### src/rtl/lsu_pkg.sv
// Shared definitions for the load/store unit.
// Holds the access-size encodings, the control FSM state enum, the registered
// request payload and the misalignment check used at acceptance.
package lsu_pkg;

  localparam int unsigned XLEN   = 32;
  localparam int unsigned SIZE_W = 2;

  typedef enum logic [SIZE_W-1:0] {
    SIZE_BYTE = 2'b00,
    SIZE_HALF = 2'b01,
    SIZE_WORD = 2'b10,
    SIZE_BAD  = 2'b11
  } size_e;

  typedef enum logic [2:0] {
    ST_IDLE     = 3'd0,
    ST_LOAD     = 3'd1,
    ST_RMW_READ = 3'd2,
    ST_WRITE    = 3'd3,
    ST_RESP     = 3'd4
  } state_e;

  // Request fields still needed after acceptance.
  typedef struct packed {
    size_e            size;
    logic             sgn;
    logic [1:0]       offset;
    logic [XLEN-1:0]  wdata;
  } lsu_req_t;

  // Size 11 is never legal; halfwords need even, words need 4-byte alignment.
  function automatic logic misaligned(input size_e size, input logic [1:0] offset);
    logic bad;
    case (size)
      SIZE_BYTE: bad = 1'b0;
      SIZE_HALF: bad = offset[0];
      SIZE_WORD: bad = (offset != 2'b00);
      default:   bad = 1'b1;
    endcase
    return bad;
  endfunction

endpackage

### src/rtl/lsu_if.sv
// CPU request/response and data-memory signals of the load/store unit.
// slave : the unit's view (takes req_* and mem_read_data, drives the rest).
// master: the CPU/memory side view.
interface lsu_if;
  import lsu_pkg::*;

  logic              req_valid;
  logic              req_ready;
  logic              req_write;
  logic [SIZE_W-1:0] req_size;
  logic              req_signed;
  logic [XLEN-1:0]   req_addr;
  logic [XLEN-1:0]   req_wdata;
  logic              resp_valid;
  logic [XLEN-1:0]   resp_rdata;
  logic              resp_error;
  logic [XLEN-1:0]   mem_address;
  logic [XLEN-1:0]   mem_write_data;
  logic              mem_write;
  logic              mem_read;
  logic [XLEN-1:0]   mem_read_data;

  modport slave (
    input  req_valid, req_write, req_size, req_signed, req_addr, req_wdata,
           mem_read_data,
    output req_ready, resp_valid, resp_rdata, resp_error,
           mem_address, mem_write_data, mem_write, mem_read
  );

  modport master (
    output req_valid, req_write, req_size, req_signed, req_addr, req_wdata,
           mem_read_data,
    input  req_ready, resp_valid, resp_rdata, resp_error,
           mem_address, mem_write_data, mem_write, mem_read
  );
endinterface

### src/rtl/lsu_align.sv
// Combinational big-endian lane handling.
// Ports: size/sgn/offset describe the access; rdata is the memory word;
// wdata is right-justified store data; load_data is the extracted and
// extended lane; merge_data is rdata with the addressed lane(s) replaced.
module lsu_align
  import lsu_pkg::*;
(
  input  size_e           size,
  input  logic            sgn,
  input  logic [1:0]      offset,
  input  logic [XLEN-1:0] rdata,
  input  logic [XLEN-1:0] wdata,
  output logic [XLEN-1:0] load_data,
  output logic [XLEN-1:0] merge_data
);

  logic [4:0]  byte_shamt;
  logic [4:0]  half_shamt;
  logic [7:0]  byte_val;
  logic [15:0] half_val;

  // Offset 0 is the most significant lane, so the shift is (3-offset)*8
  // for bytes and (2-offset)*8 for halfwords.
  always_comb begin
    byte_shamt = {~offset, 3'b000};
    half_shamt = {~offset[1], 4'b0000};
    byte_val   = 8'(rdata >> byte_shamt);
    half_val   = 16'(rdata >> half_shamt);
    load_data  = rdata;
    merge_data = wdata;
    case (size)
      SIZE_BYTE: begin
        load_data  = {{24{sgn & byte_val[7]}}, byte_val};
        merge_data = (rdata & ~(32'h0000_00FF << byte_shamt))
                   | (32'(wdata[7:0]) << byte_shamt);
      end
      SIZE_HALF: begin
        load_data  = {{16{sgn & half_val[15]}}, half_val};
        merge_data = (rdata & ~(32'h0000_FFFF << half_shamt))
                   | (32'(wdata[15:0]) << half_shamt);
      end
      default: begin
        load_data  = rdata;
        merge_data = wdata;
      end
    endcase
  end

endmodule

### src/rtl/load_store_unit.sv
// Load/store unit between a CPU request port and a word-organised data memory.
// Ports: clk, rst_n (async active-low), bus (lsu_if.slave) carrying the
// req/resp handshake and the mem_* word interface.
// Loads read one word and return the extended lane; word stores write
// directly; byte/half stores do a read-modify-write; misaligned requests
// respond with an error without touching memory.
module load_store_unit
  import lsu_pkg::*;
(
  input  logic clk,
  input  logic rst_n,
  lsu_if.slave bus
);

  state_e          state_q, state_d;
  lsu_req_t        req_q, req_d;
  logic [XLEN-1:0] addr_q, addr_d;
  logic [XLEN-1:0] wdata_q, wdata_d;
  logic [XLEN-1:0] rdata_q, rdata_d;
  logic            err_q, err_d;
  logic            mem_read_q, mem_read_d;
  logic            mem_write_q, mem_write_d;
  logic            resp_valid_q, resp_valid_d;
  logic            resp_error_q, resp_error_d;
  logic            accept;
  size_e           acc_size;
  logic            acc_bad;
  logic [XLEN-1:0] load_data;
  logic [XLEN-1:0] merge_data;

  lsu_align u_align (
    .size       (req_q.size),
    .sgn        (req_q.sgn),
    .offset     (req_q.offset),
    .rdata      (bus.mem_read_data),
    .wdata      (req_q.wdata),
    .load_data  (load_data),
    .merge_data (merge_data)
  );

  // Next state and next values of every registered output.
  always_comb begin
    state_d  = state_q;
    req_d    = req_q;
    addr_d   = addr_q;
    wdata_d  = wdata_q;
    rdata_d  = rdata_q;
    err_d    = err_q;
    accept   = bus.req_valid && (state_q == ST_IDLE);
    acc_size = size_e'(bus.req_size);
    acc_bad  = misaligned(acc_size, bus.req_addr[1:0]);

    case (state_q)
      ST_IDLE: begin
        if (accept) begin
          req_d   = '{size: acc_size, sgn: bus.req_signed,
                      offset: bus.req_addr[1:0], wdata: bus.req_wdata};
          addr_d  = {bus.req_addr[31:2], 2'b00};
          wdata_d = bus.req_wdata;
          rdata_d = '0;
          err_d   = acc_bad;
          if (acc_bad)                   state_d = ST_RESP;
          else if (!bus.req_write)       state_d = ST_LOAD;
          else if (acc_size == SIZE_WORD) state_d = ST_WRITE;
          else                           state_d = ST_RMW_READ;
        end
      end
      ST_LOAD: begin
        rdata_d = load_data;
        state_d = ST_RESP;
      end
      ST_RMW_READ: begin
        wdata_d = merge_data;
        state_d = ST_WRITE;
      end
      ST_WRITE: state_d = ST_RESP;
      ST_RESP:  state_d = ST_IDLE;
      default:  state_d = ST_IDLE;
    endcase

    // Strobes follow the state being entered so they line up with it.
    mem_read_d   = (state_d == ST_LOAD) || (state_d == ST_RMW_READ);
    mem_write_d  = (state_d == ST_WRITE);
    resp_valid_d = (state_d == ST_RESP);
    resp_error_d = (state_d == ST_RESP) && err_d;
  end

  // State and output registers; reset abandons any in-flight access.
  always_ff @(posedge clk or negedge rst_n) begin
    if (!rst_n) begin
      state_q      <= ST_IDLE;
      req_q        <= '0;
      addr_q       <= '0;
      wdata_q      <= '0;
      rdata_q      <= '0;
      err_q        <= 1'b0;
      mem_read_q   <= 1'b0;
      mem_write_q  <= 1'b0;
      resp_valid_q <= 1'b0;
      resp_error_q <= 1'b0;
    end else begin
      state_q      <= state_d;
      req_q        <= req_d;
      addr_q       <= addr_d;
      wdata_q      <= wdata_d;
      rdata_q      <= rdata_d;
      err_q        <= err_d;
      mem_read_q   <= mem_read_d;
      mem_write_q  <= mem_write_d;
      resp_valid_q <= resp_valid_d;
      resp_error_q <= resp_error_d;
    end
  end

  // Ready is gated by rst_n so a request lands on the first edge after reset.
  assign bus.req_ready      = rst_n && (state_q == ST_IDLE);
  assign bus.resp_valid     = resp_valid_q;
  assign bus.resp_rdata     = rdata_q;
  assign bus.resp_error     = resp_error_q;
  assign bus.mem_address    = addr_q;
  assign bus.mem_write_data = wdata_q;
  assign bus.mem_write      = mem_write_q;
  assign bus.mem_read       = mem_read_q;

endmodule

### src/flat_wrapper.sv
// flat-port wrapper written by rule: the top's interface ports become plain ports
module load_store_unit_flat import lsu_pkg::*;
  (clk, rst_n, bus_req_valid, bus_req_write, bus_req_size, bus_req_signed, bus_req_addr, bus_req_wdata, bus_mem_read_data, bus_req_ready, bus_resp_valid, bus_resp_rdata, bus_resp_error, bus_mem_address, bus_mem_write_data, bus_mem_write, bus_mem_read);
  lsu_if bus_i ();
  input  logic clk;
  input  logic rst_n;
  input wire logic [$bits(bus_i.req_valid)-1:0] bus_req_valid;
  input wire logic [$bits(bus_i.req_write)-1:0] bus_req_write;
  input wire logic [$bits(bus_i.req_size)-1:0] bus_req_size;
  input wire logic [$bits(bus_i.req_signed)-1:0] bus_req_signed;
  input wire logic [$bits(bus_i.req_addr)-1:0] bus_req_addr;
  input wire logic [$bits(bus_i.req_wdata)-1:0] bus_req_wdata;
  input wire logic [$bits(bus_i.mem_read_data)-1:0] bus_mem_read_data;
  output wire logic [$bits(bus_i.req_ready)-1:0] bus_req_ready;
  output wire logic [$bits(bus_i.resp_valid)-1:0] bus_resp_valid;
  output wire logic [$bits(bus_i.resp_rdata)-1:0] bus_resp_rdata;
  output wire logic [$bits(bus_i.resp_error)-1:0] bus_resp_error;
  output wire logic [$bits(bus_i.mem_address)-1:0] bus_mem_address;
  output wire logic [$bits(bus_i.mem_write_data)-1:0] bus_mem_write_data;
  output wire logic [$bits(bus_i.mem_write)-1:0] bus_mem_write;
  output wire logic [$bits(bus_i.mem_read)-1:0] bus_mem_read;
  assign bus_i.req_valid = bus_req_valid;
  assign bus_i.req_write = bus_req_write;
  assign bus_i.req_size = bus_req_size;
  assign bus_i.req_signed = bus_req_signed;
  assign bus_i.req_addr = bus_req_addr;
  assign bus_i.req_wdata = bus_req_wdata;
  assign bus_i.mem_read_data = bus_mem_read_data;
  assign bus_req_ready = bus_i.req_ready;
  assign bus_resp_valid = bus_i.resp_valid;
  assign bus_resp_rdata = bus_i.resp_rdata;
  assign bus_resp_error = bus_i.resp_error;
  assign bus_mem_address = bus_i.mem_address;
  assign bus_mem_write_data = bus_i.mem_write_data;
  assign bus_mem_write = bus_i.mem_write;
  assign bus_mem_read = bus_i.mem_read;
  load_store_unit u_core (.clk(clk), .rst_n(rst_n), .bus(bus_i));
endmodule
### config.mk
export PLATFORM = sky130hd
export DESIGN_NAME = load_store_unit_flat
export DESIGN_NICKNAME = d
export VERILOG_FILES = /design/src/rtl/lsu_pkg.sv /design/src/rtl/lsu_if.sv /design/src/rtl/lsu_align.sv /design/src/rtl/load_store_unit.sv /design/src/flat_wrapper.sv
export SDC_FILE = /design/constraint.sdc
export NUM_CORES = 1
export LEC_CHECK = 0
export CELL_PAD_IN_SITES_DETAIL_PLACEMENT = 1
export CELL_PAD_IN_SITES_GLOBAL_PLACEMENT = 1
export CORE_MARGIN = 3
export CORE_UTILIZATION = 32
export CTS_CLUSTER_DIAMETER = 150
export DETAILED_ROUTE_END_ITERATION = 10
export MAX_ROUTING_LAYER = met4
export PLACE_DENSITY_LB_ADDON = 0.2
export SYNTH_ARGS = -nofsm -noshare
export SYNTH_HDL_FRONTEND = slang
export SYNTH_SLANG_ARGS = --single-unit
export TNS_END_PERCENT = 50
### constraint.sdc
create_clock -name clk -period 1.6 [get_ports clk]
set_input_delay 0.24 -clock clk [delete_from_list [all_inputs] [get_ports clk]]
set_output_delay 0.24 -clock clk [all_outputs]
set_load 0.02 [all_outputs]
==> results.tsv <==
metric	value	unit
global-route wire length before repair	45000	µm
Worst Hold Class	input port to asynchronous set/reset pin	
HPWL Detailed	20100	µm
initial core utilization	32.9	%
CP startpoint kind	flip-flop	
drt pass-1 iters	8	
initial antenna violation count	0	
crit path DAT	2260	ps
critical path buffer and inverter count	2	
Setup Skew	11.0	ps
CTS H-tree lvls	4	
Root Buffer	clkbuf_16	
number of routed nets with antenna violations	0	
CP top delay family	compound AO/OA/AOI/OAI gates	
worst hold slack	-82.5	ps
gpl congestion	0.875	
# setup viols final	120	
WP data required	1970	ps
Die Y	154	µm
Ports	204	
DRT Wirelength	33200	µm
status	complete, but fails checks	
most common cell in the netlist	nand2_1	
CTS tree	done	
number of synthesized flops with an enable pin	0	
vias in the first global route	7552	
CP endpoint kind	flip-flop	
Final Hold Fails	57	
Clock transition at path regs	70	ps
Peak Freq	528	MHz
Max Cap Viol	0	
CP max FO	16	
post-synth top area share	49.8	%
post-synthesis cell type count	53	
Worst-Skew Late Latency	440	ps
PortBufs	201	
Nets	1168	
Gate Count Post-Synth	753	
Syn Std Cell Area	6990	µm²
DIE AREA	23600	µm²
WS Path Type	flip-flop to flip-flop	
Leak	0.00568	µW
critical path cell sequence	buf_6 > nor3b_4 > nand2_2 > a2111oi_4 > buf_12 > a221o_1	
most frequent cells after synthesis	218 x nand2_1, 139 x dfrtp_1, 47 x o21ai_0, 40 x clkbuf_1, 30 x a21oi_1	
Antenna diodes	0	
Via-to-Cell Ratio	5.65	
grt ovf	0	
ys async rst share	100	%
post-synthesis sequential area ratio	49.8	%
Ys Warns	0	
# rows	53	
final critical-path setup slack	-294	ps
RSZ-0062 raised after global routing	yes	
largest net degree at the start of global routing	140	
Post-route DRC	0	
Storage cell area	3490	µm²
TritonCTS Buffers	17	
syn_area_per_cell	9.28	µm²
Clock Sinks	139	
Die X	154	µm
Vias	7645	
max incr delay on CP	490	ps
FILL cells	2310	
Core Region	21200	µm²
Slew HR	43.6	%
total power	28400	µW
Max Buffers Root-to-Sink	2	
area grow syn2layout	70.6	%
layout cell share with drive strength beyond 1	32.1	%
final worst path period share	118	%
1st-iter DRT viols	640	
Placed Area	10000	µm²
worst vdd ir	0.948	mV
per-cell routed wire length	24.6	µm
Power Density	2380	nW/µm²
Main synth FF type	dfrtp_1	
CP max stage cell	dfrtp_2	
final slew viol count	0	
Synth area leader	dfrtp_1	
dominant cells by area after synthesis	dfrtp_1 50%, nand2_1 12%, mux2_2 3.9%	
failing checks	hold timing, setup timing	
Total GRT Usage	25.1	%
Final Instance Area	11900	µm²
area occupied by multi-input gates	3800	µm²
Final min period	1890	ps
register bit count reported by yosys	139	
worst-margin pin slew	846	ps
## layer usage
metal	GRT usage [%]	vias to the layer above	routed length, µm	part of all wire [%]
li1	-	3326	-	-
met5	-	-	0	0
met1	32.8	3877	13800	41
met2	40.3	356	16200	49
met3	4.56	86	2080	6.3
met4	7.28	0	1150	3.5
## worst paths after layout
| path | start | slack [ps] | endpoint | cells after the start |
|---|---|---|---|---|
| max | u_core.state_q[1] | -290 | u_core.bus.resp_rdata[24] | 6 |
| min | rst_n | -80 | u_core.bus.resp_rdata[5] | 2 |
| max reg2reg | u_core.state_q[1] | -290 | u_core.bus.resp_rdata[24] | 6 |
| min reg2reg | u_core.bus.mem_address[18] | 470 | u_core.bus.mem_address[18] | 2 |
| max in group asynchronous | rst_n | 960 | u_core.state_q[0] | 2 |
| min in group clk | bus_req_addr[7] | 330 | u_core.bus.mem_address[7] | 3 |
## cell type report
type | count | share of cell area, %
Clock inverter | 13 | 1.80
Clock buffer | 19 | 3.72
Inverter | 16 | 0.546
Timing Repair Buffer | 353 | 29.9
Multi-Input combinational cell | 538 | 31.9
Tap cell | 275 | 2.89
Sequential cell | 139 | 29.2
## layout by cell type (no fill, tap or decap), types with 5 or more instances in the layout
cell             instances
a22oi_1                  8
nand2_1                175
buf_12                  17
buf_8                    6
and3_1                   8
nor2_4                   8
a21o_1                   9
o22a_1                   8
clkdlybuf4s50_1        102
o21ai_1                 23
o21ai_2                 11
a222oi_1                14
buf_4                   91
a21oi_1                 14
a21boi_0                10
buf_6                   28
clkbuf_16               24
nand2_2                 26
a21oi_2                 15
a221o_1                 25
nor2b_1                  6
nand2_4                 17
bufinv_16                5
a31oi_1                  6
mux2_2                  16
dlygate4sd2_1           97
o221a_2                  8
o21ai_0                 16
o211ai_1                22
a21boi_1                 6
dfrtp_1                133
nor2_1                   8
inv_1                   15
dfrtp_2                  6
mux2_4                   8
## metrics by stage
step | cells | TNS, ps | util, % | hold slack [ps] | setup WS [ps]
3_5_place_dp | 1274 | -21130 | 47.1 | 461 | -320
3_3_place_gp | 1274 | -19810 | 47.1 | 456 | -274
4_1_cts | 1325 | -3130 | 52.0 | 4.06 | -121
5_1_grt | 1353 | -17080 | 56.2 | 33.2 | -319
2_1_floorplan | 754 | -334 | - | -55.6 | -21.3
6_report | 1353 | -11260 | 56.2 | -82.5 | -294
## kinds of logic after synthesis
family / count (synthesis) / share of synthesized area (%)
flip-flops: 139 / 49.8
other: 1 / 0.0537
AO/OA/AOI/OAI: 231 / 24.4
AND/OR/NAND/NOR: 280 / 17.0
multiplexers: 25 / 4.01
buffers and inverters: 77 / 4.69
## state kept, by name (all words and copies together), names as in the netlist
register,count
u_core.err_q,1
u_core.req_q,37
u_core.bus.resp_error,1
u_core.bus.resp_rdata,32
u_core.bus.resp_valid,1
u_core.bus.mem_write_data,32
u_core.bus.mem_address,30
u_core.bus.mem_write,1
u_core.state_q,3
u_core.bus.mem_read,1
## worst reg2reg max path, delay by kind of cell, from the launching register on
| kind | cells | cell delay (ps) |
|---|---|---|
| simple gates | 2 | 460 |
| flops | 1 | 490 |
| buf+inv | 2 | 350 |
| compound gates | 2 | 520 |
## power breakdown
part           internal [µW]  leakage [µW]  switching (µW)  total [µW]
clock network           2820      0.000314            1750        4580
registers               5210       0.00174            1380        6590
logic                   7870       0.00362            9350       17200
## repair_timing
| item | in CTS | in global routing |
|---|---|---|
| buffers inserted | 15 | 21 |
| gates resized for setup | 191 | 158 |
| endpoints found under the setup margin | 214 | 134 |
| pin swaps | 38 | 55 |
| gates cloned | 4 | 11 |
| hold buffers | 0 | 0 |
No activity file was read; power rests on OpenSTA's default activity.
